==> config.mk <==
export PLATFORM = sky130hd
export DESIGN_NAME = local_global_predictor
export DESIGN_NICKNAME = d
export VERILOG_FILES = /design/src/rtl/local_global_predictor_pkg.sv /design/src/rtl/bp_sat_counter_next.sv /design/src/rtl/local_global_predictor.sv
export VERILOG_INCLUDE_DIRS = /design/src /design/src/rtl
export SDC_FILE = /design/constraint.sdc
export NUM_CORES = 2
export LEC_CHECK = 0
export CAP_MARGIN = 20
export CORE_MARGIN = 3
export CORE_UTILIZATION = 50
export CTS_BUF_LIST = sky130_fd_sc_hd__clkbuf_8
export CTS_CLUSTER_DIAMETER = 120
export DETAILED_ROUTE_END_ITERATION = 16
export PLACE_DENSITY = 0.63
export SYNTH_ARGS = -nofsm -noshare
export SYNTH_HDL_FRONTEND = slang
export SYNTH_SLANG_ARGS = --single-unit
==> constraint.sdc <==
create_clock -name clock -period 13.2 [get_ports clock]
set_clock_uncertainty 0.1 [all_clocks]
set_input_delay 3.96 -clock clock [delete_from_list [all_inputs] [get_ports clock]]
set_output_delay 3.96 -clock clock [all_outputs]
set_load 0.02 [all_outputs]
==> src/rtl/sys_defs.svh <==
// Shared definitions for the fetch-stage predictor: machine word width,
// predictor mode encodings and the optional debug snapshot type.
`ifndef SYS_DEFS_SVH
`define SYS_DEFS_SVH

`ifndef XLEN
`define XLEN 32
`endif

`define BP_MODE_PAG    0
`define BP_MODE_GSHARE 1

`ifdef DEBUG
typedef struct packed {
  logic [31:0] ghr;
  logic [31:0] last_idx;
} BP_DEBUG;
`endif

`endif

==> src/rtl/local_global_predictor_pkg.sv <==
// Constants and helpers shared by the branch predictor and its counter logic.
package local_global_predictor_pkg;

  // Instructions are word aligned, so PC bits below this are never used for indexing.
  localparam int unsigned PC_ALIGN_BITS = 2;

  function automatic int unsigned ctr_weak_not_taken(input int unsigned ctr_bits);
    return (32'd1 << (ctr_bits - 32'd1)) - 32'd1;
  endfunction

endpackage

==> src/rtl/bp_sat_counter_next.sv <==
// Next-state function of a saturating up/down counter: never wraps past
// zero or the all-ones maximum.
module bp_sat_counter_next #(
  parameter int unsigned CTR_BITS = 2
) (
  input  logic [CTR_BITS-1:0] ctr,
  input  logic                taken,
  output logic [CTR_BITS-1:0] ctr_next
);

  localparam logic [CTR_BITS-1:0] CTR_MAX = {CTR_BITS{1'b1}};

  always_comb begin
    ctr_next = ctr;
    if (taken) begin
      if (ctr != CTR_MAX) ctr_next = ctr + 1'b1;
    end else begin
      if (ctr != '0) ctr_next = ctr - 1'b1;
    end
  end

endmodule

==> src/rtl/local_global_predictor.sv <==
// Two-level direction predictor: per-address local history (PAg) or
// gshare with speculative global history and mispredict recovery.
`include "sys_defs.svh"

module local_global_predictor
  import local_global_predictor_pkg::*;
#(
  parameter int unsigned BHT_ENTRIES = 64,
  parameter int unsigned HIST_BITS   = 8,
  parameter int unsigned CTR_BITS    = 2,
  parameter int unsigned MODE        = `BP_MODE_PAG
) (
  input  logic                 clock,
  input  logic                 reset,
  input  logic                 lookup_valid,
  input  logic [`XLEN-1:0]     lookup_pc,
  output logic                 predict_taken,
  output logic [HIST_BITS-1:0] predict_hist,
  input  logic                 update_valid,
  input  logic [`XLEN-1:0]     update_pc,
  input  logic [HIST_BITS-1:0] update_hist,
  input  logic                 update_taken,
  input  logic                 update_mispredict
`ifdef DEBUG
  ,
  output BP_DEBUG              bp_debug
`endif
);

  localparam int unsigned BHT_IDX_BITS = $clog2(BHT_ENTRIES);
  localparam int unsigned PHT_ENTRIES  = 32'd1 << HIST_BITS;
  localparam logic [CTR_BITS-1:0] CTR_RESET = CTR_BITS'(ctr_weak_not_taken(CTR_BITS));

  logic [CTR_BITS-1:0]  pht_q [PHT_ENTRIES];
  logic [HIST_BITS-1:0] lookup_idx;
  logic [HIST_BITS-1:0] update_idx;
  logic [CTR_BITS-1:0]  update_ctr_d;

  // Inputs that one of the modes leaves unused; upper PC bits never index.
  logic unused_inputs;
  assign unused_inputs = ^{lookup_valid, lookup_pc, update_pc, update_hist, update_mispredict};

  assign predict_taken = pht_q[lookup_idx][CTR_BITS-1];

  bp_sat_counter_next #(
    .CTR_BITS(CTR_BITS)
  ) u_ctr_next (
    .ctr     (pht_q[update_idx]),
    .taken   (update_taken),
    .ctr_next(update_ctr_d)
  );

  always_ff @(posedge clock) begin
    if (reset) begin
      for (int i = 0; i < PHT_ENTRIES; i++) pht_q[i] <= CTR_RESET;
    end else if (update_valid) begin
      pht_q[update_idx] <= update_ctr_d;
    end
  end

  generate
    if (MODE == `BP_MODE_GSHARE) begin : g_gshare
      logic [HIST_BITS-1:0] ghr_q;
      logic [HIST_BITS-1:0] ghr_d;

      assign predict_hist = ghr_q;
      assign lookup_idx   = ghr_q ^ lookup_pc[PC_ALIGN_BITS +: HIST_BITS];
      assign update_idx   = update_hist ^ update_pc[PC_ALIGN_BITS +: HIST_BITS];

      // Recovery beats the speculative shift: the concurrent lookup is younger and squashed.
      always_comb begin
        ghr_d = ghr_q;
        if (update_valid && update_mispredict) begin
          ghr_d = {update_hist[HIST_BITS-2:0], update_taken};
        end else if (lookup_valid) begin
          ghr_d = {ghr_q[HIST_BITS-2:0], predict_taken};
        end
      end

      always_ff @(posedge clock) begin
        if (reset) ghr_q <= '0;
        else       ghr_q <= ghr_d;
      end
    end else begin : g_pag
      logic [HIST_BITS-1:0]    bht_q [BHT_ENTRIES];
      logic [BHT_IDX_BITS-1:0] lookup_bht_idx;
      logic [BHT_IDX_BITS-1:0] update_bht_idx;
      logic [HIST_BITS-1:0]    update_bht_hist;

      assign lookup_bht_idx  = lookup_pc[PC_ALIGN_BITS +: BHT_IDX_BITS];
      assign update_bht_idx  = update_pc[PC_ALIGN_BITS +: BHT_IDX_BITS];
      assign predict_hist    = bht_q[lookup_bht_idx];
      assign lookup_idx      = predict_hist;
      assign update_bht_hist = bht_q[update_bht_idx];
      assign update_idx      = update_bht_hist;

      always_ff @(posedge clock) begin
        if (reset) begin
          for (int i = 0; i < BHT_ENTRIES; i++) bht_q[i] <= '0;
        end else if (update_valid) begin
          bht_q[update_bht_idx] <= {update_bht_hist[HIST_BITS-2:0], update_taken};
        end
      end
    end
  endgenerate

`ifdef DEBUG
  logic [HIST_BITS-1:0] last_idx_q;

  always_ff @(posedge clock) begin
    if (reset)             last_idx_q <= '0;
    else if (lookup_valid) last_idx_q <= lookup_idx;
  end

  assign bp_debug.ghr      = (MODE == `BP_MODE_GSHARE) ? 32'(predict_hist) : 32'd0;
  assign bp_debug.last_idx = 32'(last_idx_q);
`endif

endmodule

==> metrics.md <==
| Metric | Value |
|---|---|
| Outcome | finished, final reports clean |
| CP required | 9.14 ns |
| Crit path DAT | between 8 and 9 ns |
| Slew Limit Fails | 0 |
| Final Setup Violations | 0 |
| Synth cell count leaders | edfxtp_1, nor2_1, nand2_1, mux2i_1, nand2b_1 |
| Ys flop type | edfxtp_1 |
| Largest net degree at the start of global routing | 220 |
| Most common cell in the netlist | edfxtp_1 |
| Detailed Place HPWL | ~120 mm |
| Post-synthesis average cell area | ~12 um2 |
| Area contributors post-synth | edfxtp_1, mux4_2, mux2i_1 |
| Cts hold-fix bufs | 0 |
| Port Buffers | 24 |
| TritonCTS buffer count | 174 |
| # placed instances | 5876 |
| Worst Setup End Kind | primary output |
| Crit path max fanout | 21 |
| Yosys top cell by area | edfxtp_1 |
| Wire per inst | ~30 um |
| Post-route insts no fill | 6198 |
| DP Worst Slack | -0.131 ns |
| I/O pins | 87 |
| Crit start category | input pin |
| Worst R2R Setup Slack | 6.49 ns |
| DRT Wirelength | approximately 180 mm |
| Die ar. | about 0.12 mm2 |
| FMAX | 0.0775 GHz |
| Post-synth EDFFs | 1024 |
| Initial Util | 50.5% |
| Clock insertion delay at the later pin of the skew report | 0.87 ns |
| Hold path start | g_pag.bht_q[21][2] |
| Tcrit/Tclk final | a little under 100% |
| Vias per cell | between 6 and 7 |
| Pre-antenna DRT Iters | 6 |
| Detail Route Antenna Nets | 0 |
| Slew headroom | 22.1% |
| Crit path cell chain | clkbuf_8 -> buf_12 -> mux4_2 -> mux4_2 -> mux4_4 -> buf_16 -> mux4_2 -> mux2_2 -> nand2_1 -> o21ai_0 -> a211oi_2 -> buf_4 -> a211oi_1 -> a211oi_1 -> a21oi_1 -> buf_4 -> dlymetal6s2s_1 |
| CP Launch Point | lookup_pc[2] |
| CP Class | in -> out |
| Gr usage total | 31.4% |
| Synth top area share | 54.9% |
| Sequential area share after synthesis | between 50% and 60% |
| FILL cells | 9264 |
| Setup TNS | 0 ns |
| Mapped Area | ~0.056 mm2 |
| CTS tree | built |
| Syn nets | 4728 |
| Post-synth cell types | 80 |
| Async SR Flop Fraction | 0% |
| Die Span Y | 341 um |
| Yosys reg bits | 1024 |
| Proportion of layout cells with a drive suffix above 1 | 19.0% |
| Maxcap violations | 0 |
| P_leak | around 21 nW |
| Final design utilization | 55.0% |
| Worst flop-to-flop path startpoint | g_pag.bht_q[58][2] |
| Unrepaired setup endpoints after global routing | false |
| Vias | 41034 |
| VDD IR max | roughly 0.089 mV |
| Worst path slowest cell | mux4_4 |
| Initial antenna violation count | 3 |
| Drt initial violations | 6732 |
| Gr ovfl total | 0 |
| Warnings from Yosys | 0 |
| Hold Crit Class | reg -> reg |
| Remaining DRCs | 0 |
| Clock Tree Root | clkbuf_8 |
| Synth Instances | approximately 4700 |
| Power density over the cells | roughly 140 mW/mm2 |
| Area Growth Syn to Fin | 8.81% |
| Clk slew on worst S/H paths | 0.07 ns |
| Vias in the first global route | roughly 40000 |
| Chip Width | about 340 um |
| Top cell by count, worst path | mux4_2 |
| First-pass GRT wire length | roughly 270 mm |
| Gpl congestion | 0.975 |
| Max incr delay on CP | 0.73 ns |
| Clk buf depth | 3 |
| Final hold viol count | 0 |
| # rows | about 120 |
| Tmin final | approximately 13 ns |
| Nets@finish | 4647 |
| H-tree levels | 4 |
| CTS Sinks | 1024 |
| Worst Slack Setup Final | 0.302 ns |
| Core footprint | 0.111 mm2 |
| Worst Max-Slew Pin Slew | 1.17 ns |
critical path: cells and delay by family:
kind | cells | cell delay [ns]
AO/OA/AOI/OAI | 5 | 0.99
buffers and inverters | 6 | 1.20
multiplexers | 5 | 2.54
AND/OR/NAND/NOR | 1 | 0.06
kinds of logic (layout without fill, tap and decap cells):
group	Yosys count	after routing	synth area share [%]
AND/OR/NAND/NOR	2061	2061	17.4
other	0	3	0
buffers and inverters	487	544	4.32
flip-flops	1024	1024	54.9
adder cells (fa/ha/maj)	4	4	0.0804
multiplexers	631	631	17.6
AO/OA/AOI/OAI	443	443	5.73
report_power, final:
part / internal [W] / switching, W
clock: 0.00144 / 0.00133
sequential: 0.00366 / 0.0000596
combinational: 0.000548 / 0.00123
layout by cell type, fill, tap and decap left out, types with 13 or more instances in the layout:
cell type	n
a221o_1	13
nand2_1	512
a21oi_1	65
o21ai_0	34
clkinv_1	57
nand3_2	45
a22oi_1	34
mux4_2	275
clkdlybuf4s50_1	16
nand3_1	263
o22ai_1	48
nor2b_1	16
a21o_1	51
a31oi_1	15
nor3_1	22
nor4_2	31
nor2_1	753
clkinv_2	20
buf_4	171
clkbuf_8	181
a211oi_1	28
mux2_2	60
nand2b_1	287
buf_12	19
a221oi_1	29
inv_1	54
nor2_2	21
o221ai_1	13
nor4_1	23
mux2i_1	292
edfxtp_1	1024
stage by stage:
| stage | power [W] | instance area [um2] | hold slack [ns] |
|---|---|---|---|
| after CTS | 0.00824 | 60900 | 1.27 |
| final | 0.00827 | 61000 | 1.27 |
| after global placement | 0.00550 | 57600 | 1.23 |
| after floorplan | 0.00494 | 56000 | 0.975 |
| after detailed placement | 0.00551 | 57600 | 1.24 |
| after global routing | 0.00850 | 61000 | 1.31 |
layout make-up:
cell class | count | area (um2) | share of cell area, %
well taps | 1488 | 1860 | 3.05
multi-input cells | 3139 | 23100 | 37.8
flip-flops and latches | 1024 | 30700 | 50.4
clock buffers | 180 | 2480 | 4.06
clock inverters | 134 | 788 | 1.29
inverters | 14 | 52.6 | 0.0862
repair buffers | 216 | 1960 | 3.22
diodes | 3 | 7.51 | 0.0123
registers in the layout, summed over array words and instances, names as in the netlist:
| name | cells |
|---|---|
| g_pag.bht_q | 512 |
| pht_q | 512 |
what timing repair did:
item / in CTS / in global routing
pin swaps: 0 / 1
cloned: 0 / 1
gates resized for setup: 2 / 2
setup buffers: 0 / 1
setup endpoints to repair: 1 / 1
metal layers:
metal	GRT usage (%)	wire length (um)	part of all wire, %
met5	0	11	0.0060
met4	12.0	7350	4.0
met3	9.43	26100	14
met2	45.1	79700	43
met1	44.9	71100	39
worst paths after layout:
kind | to | cells past startpoint
setup / recovery | predict_taken | 17
hold / removal | g_pag.bht_q[53][3] | 6
setup reg to reg | pht_q[89][1] | 15
hold reg to reg | g_pag.bht_q[53][3] | 6
(Power assumes the default switching activity.)
